File: src/rtl/spi_pkg.sv
// ----------------------------------------------------------------------------
// spi_pkg
// Shared definitions for the SPI slave slice: default word length, chip-select
// bus width, the fill word sent when no reply is queued, and the slave FSM
// state encoding.
// ----------------------------------------------------------------------------
package spi_pkg;

  localparam int SPI_DATALEN = 8;
  localparam int SPI_CS_W    = 3;

  // Word shifted out on MISO when the transmit buffer is empty at LOAD time.
  localparam logic [7:0] SPI_IDLE_FILL = 8'h00;

  typedef enum logic [1:0] {
    IDLE  = 2'd0,
    LOAD  = 2'd1,
    SHIFT = 2'd2
  } spiState_t;

endpackage

File: src/rtl/spi_slave_if.sv
// ----------------------------------------------------------------------------
// spi_slave_if
// Local-side handshake bundle of the SPI slave.
//   txData    next reply word              (local logic -> slave)
//   txLoad    write txData into tx buffer  (local logic -> slave)
//   txReady   tx buffer empty              (slave -> local logic)
//   rxData    last complete received word  (slave -> local logic)
//   rxValid   rxData not yet acknowledged  (slave -> local logic)
//   rxAck     acknowledge rxData           (local logic -> slave)
//   rxOverrun sticky, word lost            (slave -> local logic)
// Modports: slave (the SPI slave core), master (the local logic).
// ----------------------------------------------------------------------------
interface spi_slave_if
  import spi_pkg::*;
#(
  parameter int DATA_LEN = SPI_DATALEN
);

  logic [DATA_LEN-1:0] txData;
  logic                txLoad;
  logic                txReady;
  logic [DATA_LEN-1:0] rxData;
  logic                rxValid;
  logic                rxAck;
  logic                rxOverrun;

  modport slave (
    input  txData, txLoad, rxAck,
    output txReady, rxData, rxValid, rxOverrun
  );

  modport master (
    output txData, txLoad, rxAck,
    input  txReady, rxData, rxValid, rxOverrun
  );

endinterface

File: src/rtl/spi_edge_sync.sv
// ----------------------------------------------------------------------------
// spi_edge_sync
// Brings one asynchronous SPI line into the clk domain through STAGES flops,
// then one more flop that holds the synchronized level and produces
// registered one-cycle rise/fall pulses aligned with that level.
//   clk    system clock
//   rst    asynchronous active-low reset
//   din    asynchronous input line
//   level  synchronized level
//   rise   one-cycle pulse, level went 0 -> 1
//   fall   one-cycle pulse, level went 1 -> 0
// STAGES must be at least 2. RST_VAL is the level assumed during reset; it
// decides whether the line's state at reset release is seen as an edge.
// ----------------------------------------------------------------------------
module spi_edge_sync #(
  parameter int   STAGES  = 2,
  parameter logic RST_VAL = 1'b0
) (
  input  logic clk,
  input  logic rst,
  input  logic din,
  output logic level,
  output logic rise,
  output logic fall
);

  logic [STAGES-1:0] syncPipe;

  always_ff @(posedge clk or negedge rst) begin
    if (!rst) begin
      syncPipe <= {STAGES{RST_VAL}};
      level    <= RST_VAL;
      rise     <= 1'b0;
      fall     <= 1'b0;
    end else begin
      syncPipe <= {syncPipe[STAGES-2:0], din};
      // level and the pulses update together so users see a consistent pair
      level    <= syncPipe[STAGES-1];
      rise     <= syncPipe[STAGES-1] & ~level;
      fall     <= ~syncPipe[STAGES-1] & level;
    end
  end

endmodule

File: src/rtl/spi_slave.sv
// ----------------------------------------------------------------------------
// spi_slave
// Byte-oriented SPI mode 0 (CPOL=0, CPHA=0) slave, MSB first. All SPI inputs
// are oversampled in the clk domain. Received words are handed over with a
// valid/ack handshake; reply words come from a one-entry transmit buffer.
//   clk       system clock (rising edge)
//   rst       asynchronous active-low reset
//   SPI_SCLK  serial clock from the master
//   SPI_CS    active-low chip selects, bit CS_INDEX selects this slave
//   SPI_MOSI  serial data from the master
//   SPI_MISO  serial data to the master
//   bus       local handshake (spi_slave_if.slave)
// Build option SPI_SLAVE_TRISTATE_EN: MISO is released to 'z' while this
// slave is not selected and during reset (shared MISO wire); otherwise MISO
// is driven 0 while deselected.
// ----------------------------------------------------------------------------
module spi_slave
  import spi_pkg::*;
#(
  parameter int DATA_LEN    = SPI_DATALEN,
  parameter int CS_INDEX    = 0,
  parameter int SYNC_STAGES = 2
) (
  input  logic                clk,
  input  logic                rst,
  input  logic                SPI_SCLK,
  input  logic [SPI_CS_W-1:0] SPI_CS,
  input  logic                SPI_MOSI,
  output wire                 SPI_MISO,
  spi_slave_if.slave          bus
);

  localparam int              CNT_W    = $clog2(DATA_LEN + 1);
  localparam logic [CNT_W-1:0] CNT_FULL = CNT_W'(DATA_LEN);
  localparam logic [CNT_W-1:0] CNT_LAST = CNT_W'(DATA_LEN - 1);

  logic                sclkLevel, sclkRise, sclkFall;
  logic                csLevel, csRise, csFall;
  logic                sel;
  logic [SYNC_STAGES:0] mosiPipe;
  logic                mosiLevel;

  spiState_t           state, nextState;
  logic                doLoad;
  logic                wordDone;
  logic                txAccept;
  logic                misoEn;

  logic [CNT_W-1:0]    bitCnt;
  logic [DATA_LEN-1:0] txShift;
  logic [DATA_LEN-1:0] txBuf;
  logic                txFull;
  logic [DATA_LEN-1:0] rxShift;
  logic [DATA_LEN-1:0] rxDataR;
  logic                rxValidR;
  logic                rxOverrunR;

  // Input synchronization
  spi_edge_sync #(.STAGES(SYNC_STAGES), .RST_VAL(1'b0)) sclkSync (
    .clk   (clk),
    .rst   (rst),
    .din   (SPI_SCLK),
    .level (sclkLevel),
    .rise  (sclkRise),
    .fall  (sclkFall)
  );

  // CS resets to the asserted level: a CS still low when reset is released
  // produces no fall pulse, so the slave waits for a fresh select.
  spi_edge_sync #(.STAGES(SYNC_STAGES), .RST_VAL(1'b0)) csSync (
    .clk   (clk),
    .rst   (rst),
    .din   (SPI_CS[CS_INDEX]),
    .level (csLevel),
    .rise  (csRise),
    .fall  (csFall)
  );

  assign sel = ~csLevel;

  // MOSI: same depth as the SCLK path (sync stages + level flop), no edges
  always_ff @(posedge clk or negedge rst) begin
    if (!rst) begin
      mosiPipe <= '0;
    end else begin
      mosiPipe <= {mosiPipe[SYNC_STAGES-1:0], SPI_MOSI};
    end
  end

  assign mosiLevel = mosiPipe[SYNC_STAGES];

  // FSM state register
  always_ff @(posedge clk or negedge rst) begin
    if (!rst) begin
      state <= IDLE;
    end else begin
      state <= nextState;
    end
  end

  // The buffer transfer is done on the transition into LOAD, so the first
  // MISO bit is ready SYNC_STAGES+2 cycles after the CS fall at the pin.
  // LOAD is left only once SCLK is low, so a select seen while SCLK is
  // still high cannot count a stray rise.
  always_comb begin
    nextState = state;
    doLoad    = 1'b0;
    if (csRise) begin
      nextState = IDLE;
    end else begin
      case (state)
        IDLE: begin
          if (csFall) begin
            nextState = LOAD;
            doLoad    = 1'b1;
          end
        end
        LOAD: begin
          if (!sclkLevel) nextState = SHIFT;
        end
        SHIFT: begin
          if (sclkFall && (bitCnt == CNT_FULL)) begin
            nextState = LOAD;
            doLoad    = 1'b1;
          end
        end
        default: nextState = IDLE;
      endcase
    end
  end

  assign wordDone = (state == SHIFT) && sclkRise && (bitCnt == CNT_LAST) && !csRise;

  // A LOAD frees the buffer in the same cycle, so a txLoad then is accepted.
  assign txAccept = bus.txLoad && (!txFull || doLoad);

  // Shift registers, bit counter and transmit buffer
  always_ff @(posedge clk or negedge rst) begin
    if (!rst) begin
      bitCnt  <= '0;
      txShift <= '0;
      txBuf   <= '0;
      txFull  <= 1'b0;
      rxShift <= '0;
    end else begin
      if (txAccept) begin
        txBuf  <= bus.txData;
        txFull <= 1'b1;
      end else if (doLoad) begin
        txFull <= 1'b0;
      end

      if (csRise) begin
        bitCnt <= '0;
      end else if (doLoad) begin
        bitCnt  <= '0;
        txShift <= txFull ? txBuf : DATA_LEN'(SPI_IDLE_FILL);
      end else if (state == SHIFT) begin
        if (sclkRise && (bitCnt != CNT_FULL)) begin
          rxShift <= {rxShift[DATA_LEN-2:0], mosiLevel};
          bitCnt  <= bitCnt + 1'b1;
        end
        if (sclkFall) begin
          txShift <= {txShift[DATA_LEN-2:0], 1'b0};
        end
      end
    end
  end

  // Receive handshake: a completion beats a simultaneous rxAck
  always_ff @(posedge clk or negedge rst) begin
    if (!rst) begin
      rxDataR    <= '0;
      rxValidR   <= 1'b0;
      rxOverrunR <= 1'b0;
    end else if (wordDone) begin
      rxDataR  <= {rxShift[DATA_LEN-2:0], mosiLevel};
      rxValidR <= 1'b1;
      if (bus.rxAck) begin
        rxOverrunR <= 1'b0;
      end else if (rxValidR) begin
        rxOverrunR <= 1'b1;
      end
    end else if (bus.rxAck) begin
      rxValidR   <= 1'b0;
      rxOverrunR <= 1'b0;
    end
  end

  assign bus.rxData    = rxDataR;
  assign bus.rxValid   = rxValidR;
  assign bus.rxOverrun = rxOverrunR;
  assign bus.txReady   = ~txFull;

  assign misoEn = sel && (state != IDLE);

`ifdef SPI_SLAVE_TRISTATE_EN
  assign SPI_MISO = misoEn ? txShift[DATA_LEN-1] : 1'bz;
`else
  assign SPI_MISO = misoEn & txShift[DATA_LEN-1];
`endif

endmodule

File: src/flat_wrapper.sv
// flat-port wrapper written by rule: the top's interface ports become plain ports
module spi_slave_flat import spi_pkg::*;
#(
  parameter int DATA_LEN    = SPI_DATALEN,
  parameter int CS_INDEX    = 0,
  parameter int SYNC_STAGES = 2
)
  (clk, rst, SPI_SCLK, SPI_CS, SPI_MOSI, SPI_MISO, bus_txData, bus_txLoad, bus_rxAck, bus_txReady, bus_rxData, bus_rxValid, bus_rxOverrun);
  spi_slave_if #(.DATA_LEN(DATA_LEN)) bus_i ();
  input  logic clk;
  input  logic rst;
  input  logic SPI_SCLK;
  input  logic [SPI_CS_W-1:0] SPI_CS;
  input  logic SPI_MOSI;
  output wire SPI_MISO;
  input wire logic [$bits(bus_i.txData)-1:0] bus_txData;
  input wire logic [$bits(bus_i.txLoad)-1:0] bus_txLoad;
  input wire logic [$bits(bus_i.rxAck)-1:0] bus_rxAck;
  output wire logic [$bits(bus_i.txReady)-1:0] bus_txReady;
  output wire logic [$bits(bus_i.rxData)-1:0] bus_rxData;
  output wire logic [$bits(bus_i.rxValid)-1:0] bus_rxValid;
  output wire logic [$bits(bus_i.rxOverrun)-1:0] bus_rxOverrun;
  assign bus_i.txData = bus_txData;
  assign bus_i.txLoad = bus_txLoad;
  assign bus_i.rxAck = bus_rxAck;
  assign bus_txReady = bus_i.txReady;
  assign bus_rxData = bus_i.rxData;
  assign bus_rxValid = bus_i.rxValid;
  assign bus_rxOverrun = bus_i.rxOverrun;
  spi_slave #(.DATA_LEN(DATA_LEN), .CS_INDEX(CS_INDEX), .SYNC_STAGES(SYNC_STAGES)) u_core (.clk(clk), .rst(rst), .SPI_SCLK(SPI_SCLK), .SPI_CS(SPI_CS), .SPI_MOSI(SPI_MOSI), .SPI_MISO(SPI_MISO), .bus(bus_i));
endmodule
File: config.mk
export PLATFORM = sky130hd
export DESIGN_NAME = spi_slave_flat
export DESIGN_NICKNAME = d
export VERILOG_FILES = /design/src/rtl/spi_pkg.sv /design/src/rtl/spi_slave_if.sv /design/src/rtl/spi_edge_sync.sv /design/src/rtl/spi_slave.sv /design/src/flat_wrapper.sv
export SDC_FILE = /design/constraint.sdc
export NUM_CORES = 1
export LEC_CHECK = 0
export CAP_MARGIN = 20
export CORE_MARGIN = 2
export CORE_UTILIZATION = 48
export CTS_CLUSTER_DIAMETER = 60
export DETAILED_ROUTE_END_ITERATION = 10
export PLACE_DENSITY_LB_ADDON = 0.12
export REMOVE_ABC_BUFFERS = 1
export SYNTH_ARGS = -nofsm -noshare
export SYNTH_HDL_FRONTEND = slang
export SYNTH_HIERARCHICAL = 1
export SYNTH_SLANG_ARGS = --single-unit
export TNS_END_PERCENT = 20
File: constraint.sdc
create_clock -name clk -period 1.9 [get_ports clk]
set_input_delay 0.38 -clock clk [delete_from_list [all_inputs] [get_ports clk]]
set_output_delay 0.38 -clock clk [all_outputs]
set_load 0.05 [all_outputs]
==> run metrics, run 1 <==
worst-margin pin slew=0.501 ns; CP max stage delay=0.80 ns; Core ar.=4320 µm²; Critical Path RT=1.52 ns; CTS tree=done; critical path launch point type=flip-flop; clock buffer depth=2; register area share after synthesis=62.0%; io pins=29; hold slack=0.0162 ns; max_slew headroom=66.6%; design area=2660 µm²; Detail Placement HPWL=2480 µm; maximum vdd drop=608 µV; vias in the first global route=1363; drt first pass iters=4; Worst Hold Class=in -> async; mapped cell area=2140 µm²; via/cell ratio=5.16; CTS Hold Bufs=0; worst path cell trace=clkdlybuf4s50_1; Netlist cell types=37; synthesis-stage register bit count=53; post-route insts no fill=253; Clock transition at path regs=0.10 ns; fraction of layout cells with a size suffix above 1=29.9%; CP bufs+invs=1; post-synthesis average cell area=13.0 µm²; placed inst area=2500 µm²; H-tree level count=2; P_leak=1.24 nW; Primary FF master, synth=dfrtp_1; Crit. End Element=output port; worst skew pair latency=0.31 ns; number of CTS-inserted buffers=5; DR vias=1306; Avg WL per Cell=13.4 µm; Design Power=2.46 mW; WP data arrival=1.47 ns; Final Net Count=219; cells on worst reg2reg path=7; final setup fails=0; All-Layer GR Usage=15.2%; FP Rows=24; synthesis-to-finish area growth=24.1%; # port buffers=26; Max Slew Vio Count=0; number of flops mapped to enable cells by yosys=0; grt ovf=0; PD cells=926 nW/µm²; largest net degree at the start of global routing=34; clock root cell=clkbuf_8; status=completed; Clock Skews=0.00961 ns; FFs w/ async S/R, synth=100%; starting density of the core=49.5%; Post-Route WL=3380 µm; max frequency=541 MHz; Post-Synthesis Cells=164; initial antenna violation count=0; Chip Height=70.8 µm; RSZ-0062 raised after global routing=yes; Crit Path Category=reg -> out; diode count=0; first-pass GRT wire length=6070 µm; final worst path period share=97.3%; synth warn=6; CP max FO=2; Cell Count Post-Placement=243; TritonCTS Sinks=53; crit path time final=1.85 ns; fin util=61.4%; Post-DRT Antenna Nets=0; slowest library cell on the worst path=clkdlybuf4s50_1; initial DRC count=71; critical path depth in cells=1; drt drc=0; die width=70.8 µm; delay-heaviest family, CP=buffers and inverters; routability congestion estimate=0.825; Die ar.=5010 µm²; number of max-cap violations=0; final hold violation count=0
-- state kept, by name (all words and copies together), names as in the netlist, 2 cells and up --
signal / cells
u_core/bus.rxData: 8
u_core/txBuf: 8
u_core/txShift: 8
u_core/rxShift: 7
u_core/bitCnt: 4
u_core/mosiPipe: 3
u_core/csSync/syncPipe: 2
u_core/sclkSync/syncPipe: 2
u_core/state: 2
-- placed cells by master, fill, tap and decap left out, types with 2 or more instances in the layout --
master,count
dfrtp_1,52
mux2_2,24
clkdlybuf4s50_1,21
nor2_1,17
nand2_1,11
buf_4,9
nand3_1,7
a31oi_1,7
inv_1,6
clkbuf_8,5
dlymetal6s2s_1,2
buf_12,2
and3b_2,2
nor3b_4,2
mux2i_1,2
ha_1,2
nor2b_1,2
and2b_2,2
-- logic make-up after synthesis --
group                      synth area share (%)
and+or+nand+nor                            14.0
DFF                                        62.0
xor gates and xnor gates                  0.819
adders and majority gates                  1.17
AOI/OAI and AO/OA                          6.08
buffers and inverters                      2.40
muxes                                      13.6
-- worst paths after layout --
| check | startpoint | end | slack (ns) |
|---|---|---|---|
| min in group clk | u_core/mosiPipe[0] | u_core/mosiPipe[1] | 0.36 |
| max reg2reg | u_core/bitCnt[1] | u_core/rxShift[6] | 0.10 |
| max in group asynchronous | rst | u_core/txShift[2] | 1.34 |
| min reg2reg | u_core/mosiPipe[0] | u_core/mosiPipe[1] | 0.36 |
| max | u_core/bus.rxData[1] | bus_rxData[1] | 0.05 |
| min | rst | u_core/rxShift[5] | 0.02 |
-- where the power goes --
part | switching, mW | internal, mW | leakage [nW]
Sequential | 0.0982 | 1.28 | 0.670
Combinational | 0.138 | 0.178 | 0.515
Clock | 0.366 | 0.394 | 0.0543
-- final cells by class --
type / count / area, µm²
fillers: 356 / 1670
flip-flops and latches: 53 / 1330
multi-input cells: 99 / 777
repair buffers: 35 / 348
clock buffers: 5 / 68.8
well taps: 52 / 65.1
clock inverters: 3 / 46.3
inverters: 6 / 22.5
-- metal layers --
metal	up-vias	track usage, %	part of all wire (%)
met3	8	4.56	4.5
li1	635	-	-
met2	29	24.4	49
met4	0	6.08	2.0
met5	-	0	0
met1	634	19.6	44
-- timing repair --
item | in CTS | in global routing
endpoints found under the setup margin | 3 | 19
pin swaps | 0 | 1
buffers inserted | 0 | 2
gates resized for setup | 1 | 6
-- synthesized netlist by cell type (2+ instances only) --
cell	n	area [µm²]
inv_1	6	22.5
mux2_2	24	270
clkbuf_1	3	11.3
nor2_1	17	63.8
dfrtp_1	53	1330
nor2b_1	2	12.5
ha_1	2	25.0
and2b_2	2	17.5
mux2i_1	2	20.0
nand2_1	11	41.3
nand3_1	7	35.0
a21oi_1	2	10.0
nor3b_4	2	37.5
buf_2	2	10.0
a31oi_1	7	43.8
-- metrics by stage --
step	setup TNS, ns	setup WS, ns
floorplan	-0.167	-0.167
global placement	0	0.0758
detailed placement	0	0.0202
CTS	0	0.0106
global route	-0.00846	-0.00425
finish	0	0.0512
Power figures use the tool's default switching activity.
==> run 2, diff against run 1 <==
--- a/config.mk
+++ b/config.mk
@@ -7,13 +7,12 @@
 export LEC_CHECK = 0
 export CAP_MARGIN = 20
 export CORE_MARGIN = 2
-export CORE_UTILIZATION = 48
+export CORE_UTILIZATION = 49
 export CTS_CLUSTER_DIAMETER = 60
 export DETAILED_ROUTE_END_ITERATION = 10
 export PLACE_DENSITY_LB_ADDON = 0.12
 export REMOVE_ABC_BUFFERS = 1
 export SYNTH_ARGS = -nofsm -noshare
 export SYNTH_HDL_FRONTEND = slang
-export SYNTH_HIERARCHICAL = 1
 export SYNTH_SLANG_ARGS = --single-unit
 export TNS_END_PERCENT = 20
==> run metrics, run 2 <==
worst-margin pin slew=0.503 ns (was 0.501 ns); synthesis-to-finish area growth=20.3% (was 24.1%); critical path launch point type=flip-flop (unchanged); final worst path period share=96.4% (was 97.3%); Clock transition at path regs=0.10 ns (about the same); die width=73.6 µm (was 70.8 µm); critical path depth in cells=1 (unchanged); largest net degree at the start of global routing=54 (was 34); delay-heaviest family, CP=buffers and inverters (unchanged); PD cells=949 nW/µm² (was 926 nW/µm²); initial DRC count=83 (was 71); Core ar.=4690 µm² (was 4320 µm²); DR vias=1548 (was 1306); drt first pass iters=4 (unchanged); Primary FF master, synth=dfrtp_1 (unchanged); register area share after synthesis=55.9% (was 62.0%); fraction of layout cells with a size suffix above 1=21.5% (was 29.9%); Yosys top cell area share=55.9% (was 62.0%); number of CTS-inserted buffers=5 (unchanged); CTS Hold Bufs=0 (unchanged); status=completed (unchanged); mapped cell area=2370 µm² (was 2140 µm²); Critical Path RT=1.52 ns (about the same); initial antenna violation count=0 (unchanged); via/cell ratio=5.49 (was 5.16); Final Net Count=246 (was 219); Crit. End Element=output port (unchanged); synth warn=0 (was 6); RSZ-0062 raised after global routing=no (was yes); top cells by count, synth=dfrtp_1, nand2_1, mux2_2, mux2i_1 (was dfrtp_1, mux2_2, nor2_1); diode count=0 (unchanged); Crit Path Category=reg -> out (unchanged); max frequency=546 MHz (was 541 MHz); number of max-cap violations=0 (unchanged); worst skew pair latency=0.30 ns (was 0.31 ns); Chip Height=73.6 µm (was 70.8 µm); most common cell after layout, fill and taps aside=dfrtp_1 (unchanged); CP max FO=2 (unchanged); TritonCTS Sinks=53 (unchanged); grt ovf=0 (unchanged); FFs w/ async S/R, synth=100% (unchanged); post-synthesis average cell area=12.3 µm² (was 13.0 µm²); most frequent cells in the layout=dfrtp_1, clkdlybuf4s50_1, nand2_1 (was dfrtp_1, mux2_2, clkdlybuf4s50_1); # port buffers=26 (unchanged); final setup fails=0 (unchanged); slowest library cell on the worst path=clkdlybuf4s50_1 (unchanged); post-synth top area cell=dfrtp_1 (unchanged); All-Layer GR Usage=17.3% (was 15.2%); routability congestion estimate=0.768 (was 0.825); CP max stage delay=0.80 ns (about the same); first-pass GRT wire length=7360 µm (was 6070 µm); Max Slew Vio Count=0 (unchanged); Die ar.=5420 µm² (was 5010 µm²); worst path cell trace=clkdlybuf4s50_1 (unchanged); H-tree level count=2 (unchanged); final hold violation count=0 (unchanged); Post-Route WL=4120 µm (was 3380 µm); WP data arrival=1.45 ns (was 1.47 ns); clock root cell=clkbuf_8 (unchanged); max_slew headroom=66.4% (was 66.6%); most common cell in the netlist=dfrtp_1 (unchanged); CTS tree=done (unchanged); io pins=29 (unchanged); CP bufs+invs=1 (unchanged); Post-Synthesis Cells=193 (was 164); Clock Skews=0.00561 ns (was 0.00961 ns); synthesis-stage register bit count=53 (unchanged); FP Rows=25 (was 24); P_leak=1.34 nW (was 1.24 nW); clock buffer depth=2 (unchanged); Netlist cell types=43 (was 37); Design Power=2.71 mW (was 2.46 mW); hold slack=0.0491 ns (was 0.0162 ns); drt drc=0 (unchanged); Post-DRT Antenna Nets=0 (unchanged); number of flops mapped to enable cells by yosys=0 (unchanged); starting density of the core=50.6% (was 49.5%); cells on worst reg2reg path=6 (was 7); ranking of synthesized cells by area=dfrtp_1, mux2_2, mux2i_1 (was dfrtp_1, mux2_2, nor2_1); Detail Placement HPWL=2960 µm (was 2480 µm); crit path time final=1.83 ns (was 1.85 ns); Avg WL per Cell=14.6 µm (was 13.4 µm); fin util=60.9% (was 61.4%); maximum vdd drop=660 µV (was 608 µV); vias in the first global route=1588 (was 1363); Worst Hold Class=in -> async (unchanged)
[run 2: what timing repair did]
action | CTS | global route
buffers inserted | 0 | 0
resized for setup | 1 | 5
endpoints found under the setup margin | 1 | 10
cloned | 0 | 0
[run 2: final timing paths]
path / start / end / slack [ns]
max: u_core.bus.rxData[1] / bus_rxData[1] / 0.07
min: rst / u_core.txShift[3] / 0.05
max reg2reg: u_core.bitCnt[0] / u_core.rxShift[2] / 0.10
min reg2reg: u_core.mosiPipe[1] / u_core.mosiPipe[2] / 0.36
max in group asynchronous: rst / u_core.state[0] / 1.59
min in group clk: u_core.mosiPipe[1] / u_core.mosiPipe[2] / 0.36
[run 2: metal layers]
layer  GRT usage [%]  wire length, µm  vias to the layer above
met5               0                0                        -
met4            3.23               22                        0
met3            4.12              192                        4
met2            27.1             1980                       32
met1            24.8             1920                      757
li1                -                -                      755
[run 2: final cells by class]
cell class                 count  area (µm²)
fill                         374        1840
inverter                       7        26.3
timing repair buffer          39         389
clock inverter                 3        26.3
clock buffer                   5        68.8
sequential                    53        1330
multi-input combinational    121         951
tap                           54        67.6
[run 2: cell families after synthesis]
| group | Yosys count | share of synthesized area (%) |
|---|---|---|
| AND/OR/NAND/NOR | 54 | 13.8 |
| flip-flops | 53 | 55.9 |
| AO/OA/AOI/OAI | 36 | 11.9 |
| buffers and inverters | 19 | 4.37 |
| multiplexers | 29 | 13.0 |
| adder cells (fa/ha/maj) | 2 | 1.05 |
[run 2: power by group]
group | switching [mW] | internal (mW) | leakage [nW]
logic | 0.299 | 0.310 | 0.643
registers | 0.145 | 1.32 | 0.652
clock network | 0.371 | 0.269 | 0.0487
[run 2: through the flow]
stage / cells / cell area, µm² / setup TNS [ns] / setup slack, ns
6_report: 282 / 2860 / 0 / 0.0693
2_1_floorplan: 181 / 2300 / -1.33 / -0.281
4_1_cts: 282 / 2840 / 0 / 0.0347
3_3_place_gp: 274 / 2740 / 0 / 0.102
5_1_grt: 282 / 2860 / 0 / 0.00341
3_5_place_dp: 274 / 2740 / 0 / 0.0557
